$ cat src/rtl/mix_io_pkg.sv
// Shared types and constants for the MIX block-transfer I/O controller.
// Holds the per-unit state encoding, direction codes and default widths.
package mix_io_pkg;

    typedef enum logic [2:0] {
        ST_IDLE,
        ST_FETCH,
        ST_WAITRD,
        ST_SEND,
        ST_RECV,
        ST_STORE
    } unit_state_e;

    localparam logic DIR_IN  = 1'b0;
    localparam logic DIR_OUT = 1'b1;

    localparam int DEF_MAG_W  = 30;
    localparam int DEF_ADDR_W = 12;

    // Unit-select width; a single unit still gets a 1-bit selector.
    function automatic int unit_w(input int n);
        return (n > 1) ? $clog2(n) : 1;
    endfunction

endpackage

$ cat src/rtl/io_channels_if.sv
// Start, memory-port and device-stream bundle of the I/O controller.
// master = CPU/decoder/memory/device side, slave = the controller.
interface io_channels_if
    import mix_io_pkg::*;
#(
    parameter int UNITS  = 4,
    parameter int ADDR_W = DEF_ADDR_W,
    parameter int MAG_W  = DEF_MAG_W
);
    localparam int UW = unit_w(UNITS);

    logic                   start;
    logic [UW-1:0]          start_unit;
    logic                   start_dir;
    logic [ADDR_W-1:0]      start_addr;
    logic                   start_ack;
    logic                   start_rej;
    logic [UNITS-1:0]       busy;
    logic [UNITS-1:0]       done;
    logic                   mem_req;
    logic                   mem_we;
    logic [ADDR_W-1:0]      mem_addr;
    logic [MAG_W:0]         mem_wdata;
    logic                   mem_gnt;
    logic [MAG_W:0]         mem_rdata;
    logic [UNITS-1:0]       tx_valid;
    logic [UNITS-1:0]       tx_ready;
    logic [UNITS*MAG_W-1:0] tx_data;
    logic [UNITS-1:0]       rx_valid;
    logic [UNITS-1:0]       rx_ready;
    logic [UNITS*MAG_W-1:0] rx_data;

    modport master (
        output start, start_unit, start_dir, start_addr,
        output mem_gnt, mem_rdata, tx_ready, rx_valid, rx_data,
        input  start_ack, start_rej, busy, done,
        input  mem_req, mem_we, mem_addr, mem_wdata,
        input  tx_valid, tx_data, rx_ready
    );

    modport slave (
        input  start, start_unit, start_dir, start_addr,
        input  mem_gnt, mem_rdata, tx_ready, rx_valid, rx_data,
        output start_ack, start_rej, busy, done,
        output mem_req, mem_we, mem_addr, mem_wdata,
        output tx_valid, tx_data, rx_ready
    );

endinterface

$ cat src/rtl/io_unit.sv
// One I/O unit: moves a BLOCK-word record between memory and its device
// stream through a single holding register.
module io_unit
    import mix_io_pkg::*;
#(
    parameter int BLOCK  = 16,
    parameter int ADDR_W = DEF_ADDR_W,
    parameter int MAG_W  = DEF_MAG_W
) (
    input  logic              clk,
    input  logic              reset,
    input  logic              start_i,
    input  logic              dir_i,
    input  logic [ADDR_W-1:0] addr_i,
    input  logic              gnt_i,
    input  logic [MAG_W-1:0]  rdata_i,
    input  logic              tx_ready_i,
    input  logic              rx_valid_i,
    input  logic [MAG_W-1:0]  rx_data_i,
    output logic              req_o,
    output logic              we_o,
    output logic [ADDR_W-1:0] addr_o,
    output logic [MAG_W-1:0]  data_o,
    output logic              tx_valid_o,
    output logic              rx_ready_o,
    output logic              busy_o,
    output logic              done_o
);
    localparam int CW = $clog2(BLOCK + 1);

    unit_state_e       state_q;
    logic [ADDR_W-1:0] addr_q;
    logic [CW-1:0]     cnt_q;
    logic [MAG_W-1:0]  hold_q;
    logic              busy_q;
    logic              done_q;
    logic              last;

    assign last = (cnt_q == CW'(1));

    // Record sequencing: word transfers, address/count update, busy/done.
    always_ff @(posedge clk or posedge reset) begin
        if (reset) begin
            state_q <= ST_IDLE;
            addr_q  <= '0;
            cnt_q   <= '0;
            hold_q  <= '0;
            busy_q  <= 1'b0;
            done_q  <= 1'b0;
        end else begin
            done_q <= 1'b0;
            unique case (state_q)
                ST_IDLE: begin
                    if (start_i) begin
                        addr_q  <= addr_i;
                        cnt_q   <= CW'(BLOCK);
                        busy_q  <= 1'b1;
                        state_q <= (dir_i == DIR_OUT) ? ST_FETCH : ST_RECV;
                    end
                end
                ST_FETCH: begin
                    if (gnt_i) begin
                        addr_q  <= addr_q + 1'b1;
                        state_q <= ST_WAITRD;
                    end
                end
                ST_WAITRD: begin
                    hold_q  <= rdata_i;
                    state_q <= ST_SEND;
                end
                ST_SEND: begin
                    if (tx_ready_i) begin
                        cnt_q <= cnt_q - 1'b1;
                        if (last) begin
                            state_q <= ST_IDLE;
                            busy_q  <= 1'b0;
                            done_q  <= 1'b1;
                        end else begin
                            state_q <= ST_FETCH;
                        end
                    end
                end
                ST_RECV: begin
                    if (rx_valid_i) begin
                        hold_q  <= rx_data_i;
                        state_q <= ST_STORE;
                    end
                end
                ST_STORE: begin
                    if (gnt_i) begin
                        addr_q <= addr_q + 1'b1;
                        cnt_q  <= cnt_q - 1'b1;
                        if (last) begin
                            state_q <= ST_IDLE;
                            busy_q  <= 1'b0;
                            done_q  <= 1'b1;
                        end else begin
                            state_q <= ST_RECV;
                        end
                    end
                end
                default: state_q <= ST_IDLE;
            endcase
        end
    end

    assign req_o      = (state_q == ST_FETCH) || (state_q == ST_STORE);
    assign we_o       = (state_q == ST_STORE);
    assign tx_valid_o = (state_q == ST_SEND);
    assign rx_ready_o = (state_q == ST_RECV);
    assign addr_o     = addr_q;
    assign data_o     = hold_q;
    assign busy_o     = busy_q;
    assign done_o     = done_q;

endmodule

$ cat src/rtl/io_channels.sv
// Multi-unit block-transfer I/O controller: start decode, round-robin
// arbitration of the units onto the shared memory port, and the mem mux.
module io_channels
    import mix_io_pkg::*;
#(
    parameter int UNITS  = 4,
    parameter int BLOCK  = 16,
    parameter int ADDR_W = DEF_ADDR_W,
    parameter int MAG_W  = DEF_MAG_W
) (
    input  logic        clk,
    input  logic        reset,
    io_channels_if.slave bus
);
    localparam int UW = unit_w(UNITS);

    logic [UNITS-1:0]             take;
    logic [UNITS-1:0]             u_req;
    logic [UNITS-1:0]             u_we;
    logic [UNITS-1:0]             u_gnt;
    logic [UNITS-1:0]             u_busy;
    logic [UNITS-1:0]             u_done;
    logic [UNITS-1:0][ADDR_W-1:0] u_addr;
    logic [UNITS-1:0][MAG_W-1:0]  u_data;

    logic [UW-1:0] rr_q;
    logic [UW-1:0] rr_d;
    logic [UW-1:0] win;
    logic [UW-1:0] cand;
    logic          found;
    logic          access;
    logic          ack_q;
    logic          rej_q;

    for (genvar u = 0; u < UNITS; u++) begin : g_unit
        // A unit still pulsing done counts as occupied for one more cycle.
        assign take[u] = bus.start
                       & (bus.start_unit == UW'(u))
                       & ~u_busy[u]
                       & ~u_done[u];
        assign u_gnt[u] = access & (win == UW'(u));

        io_unit #(
            .BLOCK (BLOCK),
            .ADDR_W(ADDR_W),
            .MAG_W (MAG_W)
        ) u_unit (
            .clk       (clk),
            .reset     (reset),
            .start_i   (take[u]),
            .dir_i     (bus.start_dir),
            .addr_i    (bus.start_addr),
            .gnt_i     (u_gnt[u]),
            .rdata_i   (bus.mem_rdata[MAG_W-1:0]),
            .tx_ready_i(bus.tx_ready[u]),
            .rx_valid_i(bus.rx_valid[u]),
            .rx_data_i (bus.rx_data[u*MAG_W +: MAG_W]),
            .req_o     (u_req[u]),
            .we_o      (u_we[u]),
            .addr_o    (u_addr[u]),
            .data_o    (u_data[u]),
            .tx_valid_o(bus.tx_valid[u]),
            .rx_ready_o(bus.rx_ready[u]),
            .busy_o    (u_busy[u]),
            .done_o    (u_done[u])
        );

        assign bus.tx_data[u*MAG_W +: MAG_W] = u_data[u];
    end

    // Pick the first requesting unit at or after the round-robin pointer.
    always_comb begin
        found = 1'b0;
        win   = '0;
        cand  = '0;
        for (int i = 0; i < UNITS; i++) begin
            cand = UW'((int'(rr_q) + i) % UNITS);
            if (!found && u_req[cand]) begin
                found = 1'b1;
                win   = cand;
            end
        end
    end

    assign access = found & bus.mem_gnt;

    // Advance the pointer past the winner only when the access happens.
    always_comb begin
        rr_d = rr_q;
        if (access) begin
            rr_d = (win == UW'(UNITS - 1)) ? '0 : win + UW'(1);
        end
    end

    // Pointer state and registered start acknowledge/refuse pulses.
    always_ff @(posedge clk or posedge reset) begin
        if (reset) begin
            rr_q  <= '0;
            ack_q <= 1'b0;
            rej_q <= 1'b0;
        end else begin
            rr_q  <= rr_d;
            ack_q <= |take;
            rej_q <= bus.start & ~(|take);
        end
    end

    assign bus.mem_req   = found;
    assign bus.mem_we    = found & u_we[win];
    assign bus.mem_addr  = found ? u_addr[win] : '0;
    assign bus.mem_wdata = (found & u_we[win]) ? {1'b0, u_data[win]} : '0;
    assign bus.start_ack = ack_q;
    assign bus.start_rej = rej_q;
    assign bus.busy      = u_busy;
    assign bus.done      = u_done;

endmodule

$ cat src/flat_wrapper.sv
// flat-port wrapper written by rule: the top's interface ports become plain ports
module io_channels_flat import mix_io_pkg::*;
#(
    parameter int UNITS  = 4,
    parameter int BLOCK  = 16,
    parameter int ADDR_W = DEF_ADDR_W,
    parameter int MAG_W  = DEF_MAG_W
)
  (clk, reset, bus_start, bus_start_unit, bus_start_dir, bus_start_addr, bus_mem_gnt, bus_mem_rdata, bus_tx_ready, bus_rx_valid, bus_rx_data, bus_start_ack, bus_start_rej, bus_busy, bus_done, bus_mem_req, bus_mem_we, bus_mem_addr, bus_mem_wdata, bus_tx_valid, bus_tx_data, bus_rx_ready);
  io_channels_if #(.UNITS(UNITS), .ADDR_W(ADDR_W), .MAG_W(MAG_W)) bus_i ();
  input  logic clk;
  input  logic reset;
  input wire logic [$bits(bus_i.start)-1:0] bus_start;
  input wire logic [$bits(bus_i.start_unit)-1:0] bus_start_unit;
  input wire logic [$bits(bus_i.start_dir)-1:0] bus_start_dir;
  input wire logic [$bits(bus_i.start_addr)-1:0] bus_start_addr;
  input wire logic [$bits(bus_i.mem_gnt)-1:0] bus_mem_gnt;
  input wire logic [$bits(bus_i.mem_rdata)-1:0] bus_mem_rdata;
  input wire logic [$bits(bus_i.tx_ready)-1:0] bus_tx_ready;
  input wire logic [$bits(bus_i.rx_valid)-1:0] bus_rx_valid;
  input wire logic [$bits(bus_i.rx_data)-1:0] bus_rx_data;
  output wire logic [$bits(bus_i.start_ack)-1:0] bus_start_ack;
  output wire logic [$bits(bus_i.start_rej)-1:0] bus_start_rej;
  output wire logic [$bits(bus_i.busy)-1:0] bus_busy;
  output wire logic [$bits(bus_i.done)-1:0] bus_done;
  output wire logic [$bits(bus_i.mem_req)-1:0] bus_mem_req;
  output wire logic [$bits(bus_i.mem_we)-1:0] bus_mem_we;
  output wire logic [$bits(bus_i.mem_addr)-1:0] bus_mem_addr;
  output wire logic [$bits(bus_i.mem_wdata)-1:0] bus_mem_wdata;
  output wire logic [$bits(bus_i.tx_valid)-1:0] bus_tx_valid;
  output wire logic [$bits(bus_i.tx_data)-1:0] bus_tx_data;
  output wire logic [$bits(bus_i.rx_ready)-1:0] bus_rx_ready;
  assign bus_i.start = bus_start;
  assign bus_i.start_unit = bus_start_unit;
  assign bus_i.start_dir = bus_start_dir;
  assign bus_i.start_addr = bus_start_addr;
  assign bus_i.mem_gnt = bus_mem_gnt;
  assign bus_i.mem_rdata = bus_mem_rdata;
  assign bus_i.tx_ready = bus_tx_ready;
  assign bus_i.rx_valid = bus_rx_valid;
  assign bus_i.rx_data = bus_rx_data;
  assign bus_start_ack = bus_i.start_ack;
  assign bus_start_rej = bus_i.start_rej;
  assign bus_busy = bus_i.busy;
  assign bus_done = bus_i.done;
  assign bus_mem_req = bus_i.mem_req;
  assign bus_mem_we = bus_i.mem_we;
  assign bus_mem_addr = bus_i.mem_addr;
  assign bus_mem_wdata = bus_i.mem_wdata;
  assign bus_tx_valid = bus_i.tx_valid;
  assign bus_tx_data = bus_i.tx_data;
  assign bus_rx_ready = bus_i.rx_ready;
  io_channels #(.UNITS(UNITS), .BLOCK(BLOCK), .ADDR_W(ADDR_W), .MAG_W(MAG_W)) u_core (.clk(clk), .reset(reset), .bus(bus_i));
endmodule
$ cat config.mk
export PLATFORM = sky130hd
export DESIGN_NAME = io_channels_flat
export DESIGN_NICKNAME = d
export VERILOG_FILES = /design/src/rtl/mix_io_pkg.sv /design/src/rtl/io_channels_if.sv /design/src/rtl/io_unit.sv /design/src/rtl/io_channels.sv /design/src/flat_wrapper.sv
export SDC_FILE = /design/constraint.sdc
export NUM_CORES = 1
export LEC_CHECK = 0
export CAP_MARGIN = 20
export CORE_UTILIZATION = 43
export DETAILED_ROUTE_END_ITERATION = 10
export GPL_TIMING_DRIVEN = 0
export PLACE_DENSITY = 0.7
export SYNTH_ARGS = -nofsm -noshare
export SYNTH_HDL_FRONTEND = slang
export SYNTH_SLANG_ARGS = --single-unit
$ cat constraint.sdc
create_clock -name clk -period 11.4 [get_ports clk]
set_input_delay 2.28 -clock clk [delete_from_list [all_inputs] [get_ports clk]]
set_output_delay 2.28 -clock clk [all_outputs]
set_load 0.05 [all_outputs]
==> qor.csv, run 1 <==
stage,metric,value,unit
cts,clk_latency,550,ps
worst_setup_path,start_kind,flip-flop,
worst_setup_path,cpMostUsedCell,clkbuf_1,
grt,antenna_found_initial,4,
placement,gp_congestion,0.955,
synth,syn_avg_cell_area,8.31,sq um
route,avgRoutedWirePerCell,21.9,microns
route,drt-total-wl,50.9,mm
cts,cts_tree,done,
final_layout,seq_area,0.00531,sq mm
timing,fin_tns_setup,0,ps
synth,seq_area_frac_synth,41.4,%
synth,synthArstFlopShare,100,%
timing,slew_viol_final,0,
timing,min_period,6600,ps
final_layout,syn2layout_area_growth,38.6,%
cts,cts.repair.resized,0,
synth,synth.net_count,1731,
grt,grt_pass1_vias,13200,
die,start_util,44.1,%
cts,htreeDepth,1,
synth,yosysWarnings,0,
cts,ctsHoldBuffers,0,
die,dieArea,0.0305,sq mm
worst_setup_path,rrSetupSlack,8530,ps
timing,grt_setup_unrepaired,no,
cts,clock_path_buffers,3,
worst_setup_path,cp_max_fo,10,
final_layout,num-fill-cells,2561,
synth,synth_flop_cell,dfrtp_1,
route,drtPass1Iterations,8,
worst_setup_path,cp_slowest_cell,clkdlybuf4s50_1,
timing,min_period_over_period,57.9,%
placement,portBuffers,356,
synth,synth_cells,1541,
grt,grt_util_all_layers,32.9,%
synth,synth.area.top_cells,"dfrtp_1 (41%), mux2i_1 (11%), a21oi_1 (8.0%)",
die,core_area,0.0290,sq mm
route,via_count,13600,
timing,finalSetupViolCount,0,
route,viasPerCell,5.86,
final_layout,multi_input_area,0.00680,sq mm
worst_hold_path,hp-class,reg2reg,
die,fp-row-count,62,
worst_setup_path,cp.required,9120,ps
timing,slew_headroom,24.2,%
die,die_w,175,microns
grt,grt_pass1_wl,77.3,mm
job,maxCapViolations,0,
timing,skew,14.1,ps
die,ios,361,
timing,worst_slew_pin_slew,1130,ps
cts,clkTransAtPathRegs,60,ps
route,drt_iter0_markers,1504,
synth,yosysTopAreaCell,dfrtp_1,
synth,syn_area,0.0128,sq mm
final_layout,nNetsFinal,2115,
worst_setup_path,worstSetupEndpointType,output port,
grt,grt_max_degree,122,
outcome,status,"finished, final reports clean",
route,drc,0,
placement,dp_hpwl,38.7,mm
grt,gr-total-overflow,0,
worst_setup_path,cp_data_arrival_time,4320,ps
timing,timing.fmax,0.152,GHz
synth,synthDistinctLibCells,70,
worst_setup_path,crit_type,reg2out,
route,ant_nets,0,
final_layout,drive_gt1_share,5.41,%
cts,cts_sinks,212,
synth,synth-edff-count,0,
cts,cts_root_buffer,clkbuf_16,
worst_setup_path,crit_path_max_incr_delay,810,ps
timing,hold_viol_final,0,
synth,ys_ff_latch,212,
synth,synth_top_area_share,41.4,%
cts,cts_made_buffers,25,
worst_setup_path,cp_cell_sequence,nand2b_1 > buf_2 > a311oi_1 > nor2_1 > clkbuf_1 > clkbuf_1 > nand2_1 > nand3_1 > and3_1 > clkdlybuf4s50_1,
cts,post_cts_buffers,0,
die,dieHeight,175,microns
[critical path, delay by kind of cell, from the launching register on]
kind | cells | cell delay (ps)
AOI/OAI and AO/OA | 1 | 150
buffers and inverters | 4 | 2090
DFF | 1 | 440
and+or+nand+nor | 5 | 1060
[final cells by class]
type	instances	area share, %
antenna	2	0.0282
buffer	129	3.36
clock buffer	37	4.12
clock inverter	7	0.705
inverter	30	0.677
multi-input combinational	1170	38.3
sequential	212	29.9
tap	384	2.71
timing repair buffer	357	20.2
[stage by stage]
step / hold slack, ps / cells / util (%) / instance area (sq um) / setup WS [ps]
finish: 508 / 2328 / 61.2 / 17800 / 4800
global route: 547 / 2326 / 61.2 / 17700 / 4620
CTS: 508 / 2326 / 61.2 / 17700 / 4830
detailed placement: 497 / 2282 / 58.2 / 16900 / 5410
global placement: 486 / 2281 / 58.1 / 16800 / 254
floorplan: 464 / 1541 / - / 12800 / 3330
[placed cells by master, fill, tap and decap left out, types with 5 or more instances in the layout]
master           instances
clkdlybuf4s50_1        356
nand2_1                221
dfrtp_1                212
a21oi_1                204
nor2_1                 181
mux2i_1                145
clkbuf_1                87
nand3_1                 70
o21ai_0                 52
and3_1                  50
nand3b_1                36
inv_1                   29
buf_2                   26
clkbuf_16               25
nor3_1                  23
buf_4                   21
o22ai_1                 20
ha_1                    12
nor2b_1                 11
nand2b_1                11
nand4_1                  9
a31oi_1                  9
o31ai_1                  8
nor3b_1                  6
nor4_1                   6
clkbuf_8                 6
xnor2_1                  5
[cells in the mapped netlist (all sizes together) (5+ instances only)]
library cell	n
nand2	221
dfrtp	212
a21oi	204
nor2	182
mux2i	145
clkbuf	82
nand3	70
o21ai	55
and3	50
buf	47
nand3b	36
inv	30
nor3	24
o22ai	20
ha	12
nand2b	11
nor2b	11
a31oi	10
nand4	9
o31ai	8
nor3b	7
nor4	6
xnor2	5
[per-layer routing]
metal / vias up / GRT usage (%) / wire (microns)
li1: 6188 / - / -
met1: 6551 / 41.8 / 19900
met2: 749 / 54.7 / 24100
met3: 137 / 6.92 / 4680
met4: 6 / 12.9 / 2230
met5: - / 0 / 38
[registers in the layout, summed over array words and instances (netlist names)]
register / cells
u_core.g_unit.u_unit.data_o: 120
u_core.g_unit.u_unit.addr_o: 48
u_core.g_unit.u_unit.cnt_q: 20
u_core.g_unit.u_unit.state_q: 12
u_core.g_unit.u_unit.busy_o: 4
u_core.g_unit.u_unit.done_o: 4
u_core.rr_q: 2
u_core.bus.start_ack: 1
u_core.bus.start_rej: 1
[kinds of logic after synthesis]
kind of cell	count (synthesis)	share of synthesized area, %
buf+inv	159	5.54
mux	147	11.5
simple gates	652	23.9
flops	212	41.4
xor+xnor	5	0.342
other cells	1	0.0293
fa+ha+maj	12	1.17
compound gates	353	16.1
[worst paths after layout]
path | from | end | depth (start not counted)
min in group asynchronous | reset | u_core.g_unit[1].u_unit.data_o[21] | 2
hold reg to reg | u_core.g_unit[1].u_unit.cnt_q[1] | u_core.g_unit[1].u_unit.cnt_q[1] | 2
max in group asynchronous | reset | u_core.g_unit[2].u_unit.addr_o[4] | 3
setup / recovery | u_core.g_unit[1].u_unit.state_q[0] | bus_mem_addr[10] | 10
hold / removal | u_core.g_unit[1].u_unit.cnt_q[1] | u_core.g_unit[1].u_unit.cnt_q[1] | 2
setup reg to reg | u_core.g_unit[2].u_unit.state_q[1] | u_core.g_unit[2].u_unit.data_o[20] | 7
Power of run 1 is not shown: default switching activity piles up to over one toggle a cycle in this logic, so the estimate is an artifact.
==> inputs of run 2 (changes only) <==
--- a/config.mk
+++ b/config.mk
@@ -9,7 +9,7 @@
 export CORE_UTILIZATION = 43
 export DETAILED_ROUTE_END_ITERATION = 10
 export GPL_TIMING_DRIVEN = 0
-export PLACE_DENSITY = 0.7
+export PLACE_DENSITY = 0.73
 export SYNTH_ARGS = -nofsm -noshare
 export SYNTH_HDL_FRONTEND = slang
 export SYNTH_SLANG_ARGS = --single-unit
==> constraint.sdc (replaced) <==
create_clock -name clk -period 5.5 [get_ports clk]
set_input_delay 1.1 -clock clk [delete_from_list [all_inputs] [get_ports clk]]
set_output_delay 1.1 -clock clk [all_outputs]
set_load 0.05 [all_outputs]
==> qor.csv, run 2 (synthesized netlist as in run 1, its figures left out) <==
stage,metric,value,unit,change
outcome,status,"finished, final reports clean",,
cts,ctsHoldBuffers,0,,unchanged
job,maxCapViolations,0,,unchanged
timing,worst_slew_pin_slew,1220,ps,+92.2 ps
placement,gp_congestion,0.925,,-3.1%
grt,antenna_found_initial,0,,-4
route,drc,0,,unchanged
cts,cts_root_buffer,clkbuf_16,,
grt,grt_busiest_layer,met2,,
die,fp-row-count,62,,unchanged
route,ant_nets,0,,unchanged
timing,slew_headroom,18.6,%,-5.6 points
final_layout,num-fill-cells,2532,,-1.1%
route,avgRoutedWirePerCell,21.9,microns,about the same
cts,htreeDepth,1,,unchanged
final_layout,layout_commonest_cell,clkdlybuf4s50_1,,
worst_setup_path,start_kind,flip-flop,,
timing,timing.fmax,0.188,GHz,
worst_hold_path,worstHoldStart,u_core.g_unit[1].u_unit.cnt_q[1],,
final_layout,syn2layout_area_growth,39.2,%,
final_layout,diodes,0,,-2
die,dieHeight,175,microns,unchanged
timing,finalSetupViolCount,0,,unchanged
timing,min_period,5320,ps,
route,via_count,13600,,+0.095%
timing,min_period_over_period,96.7,%,
cts,clk_latency,550,ps,about the same
placement,portBuffers,356,,unchanged
cts,cts_sinks,212,,unchanged
worst_setup_path,cp_data_arrival_time,4220,ps,-100 ps
timing,slew_viol_final,0,,unchanged
cts,clkTransAtPathRegs,60,ps,about the same
timing,hold_viol_final,0,,unchanged
grt,met3_usage,6.94,%,+0.022 points
route,drt-total-wl,51.0,mm,+0.20%
route,drtPass1Iterations,6,,-2
die,ios,361,,unchanged
timing,skew,15.5,ps,+1.49 ps
grt,grt_pass1_vias,13200,,+0.59%
die,dieArea,0.0305,sq mm,unchanged
worst_setup_path,cp_max_fo,10,,unchanged
final_layout,largest_reg_flops,120,,unchanged
worst_hold_path,hp-class,reg2reg,,
final_layout,utilization,61.4,%,+0.24 points
worst_hold_path,hold_depth,2,,unchanged
timing,grt_setup_unrepaired,no,,
grt,grt_max_degree,40,,-67%
final_layout,drive_gt1_share,5.80,%,+0.40 points
final_layout,nNetsFinal,2120,,+0.24%
grt,met1_usage,42.5,%,+0.71 points
grt,use_met2,53.6,%,-1.1 points
grt,grt_pass1_wl,77.5,mm,+0.30%
worst_setup_path,worstSetupEndpointType,output port,,
worst_setup_path,crit_type,reg2out,,
worst_setup_path,r2r_cells,5,,-2
worst_setup_path,r2r-end,u_core.g_unit[2].u_unit.data_o[10],,
die,core_area,0.0290,sq mm,unchanged
die,die_w,175,microns,unchanged
worst_setup_path,cp.required,4400,ps,-4720 ps
route,viasPerCell,5.85,,about the same
cts,clock_path_buffers,3,,unchanged
route,drt_iter0_markers,1328,,-12%
grt,grt_util_all_layers,32.9,%,+0.063 points
placement,dp_hpwl,39.0,mm,+0.87%
grt,gr-total-overflow,0,,unchanged
worst_setup_path,rrSetupSlack,2520,ps,-6010 ps
cts,cts_made_buffers,25,,unchanged
die,start_util,44.1,%,unchanged
cts,cts_tree,done,,
worst_setup_path,r2r_start,u_core.g_unit[2].u_unit.state_q[1],,
worst_hold_path,min_to,u_core.g_unit[1].u_unit.cnt_q[1],,
final_layout,layout_common_cells,"clkdlybuf4s50_1 (356), nand2_1 (221), dfrtp_1 (212)",,
run 2: worst max path at each step:
stage	slack (ps)	startpoint	end	cells after the start
2_1_floorplan	1640	reset	u_core.bus.start_ack	1
3_3_place_gp	-150	reset	u_core.g_unit[1].u_unit.addr_o[7]	2
3_5_place_dp	720	u_core.g_unit[1].u_unit.state_q[0]	bus_mem_addr[11]	10
4_1_cts	140	u_core.g_unit[1].u_unit.state_q[0]	bus_mem_addr[11]	10
5_1_grt	60	u_core.g_unit[1].u_unit.state_q[0]	bus_mem_wdata[16]	10
6_report	180	u_core.g_unit[1].u_unit.state_q[0]	bus_mem_wdata[15]	9
run 2: stage by stage:
stage	hold WS, ps	cell area (sq um)	TNS (ps)	setup WS (ps)	std cells
4_1_cts	520	17800	0	139	2331
3_5_place_dp	507	17000	0	717	2287
3_3_place_gp	485	16900	-27980	-153	2281
2_1_floorplan	464	12800	0	1640	1541
5_1_grt	546	17800	0	58.6	2331
6_report	513	17800	0	179	2331
run 2: what timing repair did:
action                                  in CTS  in global routing
buffers inserted                             0                  0
endpoints found under the setup margin       0                  3
gates resized for setup                      0                  4
run 2: critical path, stage by stage, from the launching register on:
cell             delay (ps)
dfrtp_1                 460
nor2b_1                 160
clkbuf_1                440
a21oi_1                 290
nor2_2                  390
buf_4                   310
clkbuf_1                430
nand3b_1                170
and3_1                  200
clkdlybuf4s50_1         840
run 2: cell type report:
class | instances | area, sq um | share of cell area, %
multi-input cells | 1170 | 6790 | 38.1
clock buffers | 36 | 737 | 4.14
plain buffers | 129 | 599 | 3.36
repair buffers | 362 | 3680 | 20.7
flip-flops and latches | 212 | 5310 | 29.8
clock inverters | 8 | 108 | 0.604
inverters | 30 | 116 | 0.653
well taps | 384 | 480 | 2.70
run 2: routing by layer:
| metal | vias up | part of all wire (%) | routed length [microns] |
|---|---|---|---|
| met4 | 0 | 4.7 | 2410 |
| met5 | - | 0 | 0 |
| met3 | 135 | 9.1 | 4670 |
| met1 | 6595 | 39 | 20000 |
| met2 | 724 | 47 | 24000 |
| li1 | 6190 | - | - |
Power of run 2 is left out for the same reason.
==> inputs of run 3 (changes only) <==
--- a/config.mk
+++ b/config.mk
@@ -7,6 +7,7 @@
 export LEC_CHECK = 0
 export CAP_MARGIN = 20
 export CORE_UTILIZATION = 43
+export CTS_CLUSTER_SIZE = 25
 export DETAILED_ROUTE_END_ITERATION = 10
 export GPL_TIMING_DRIVEN = 0
 export PLACE_DENSITY = 0.73
==> results of run 3 <==
The final DEF is identical to that of run 2; final timing and power are the same.
Power of run 3 is left out for the same reason.
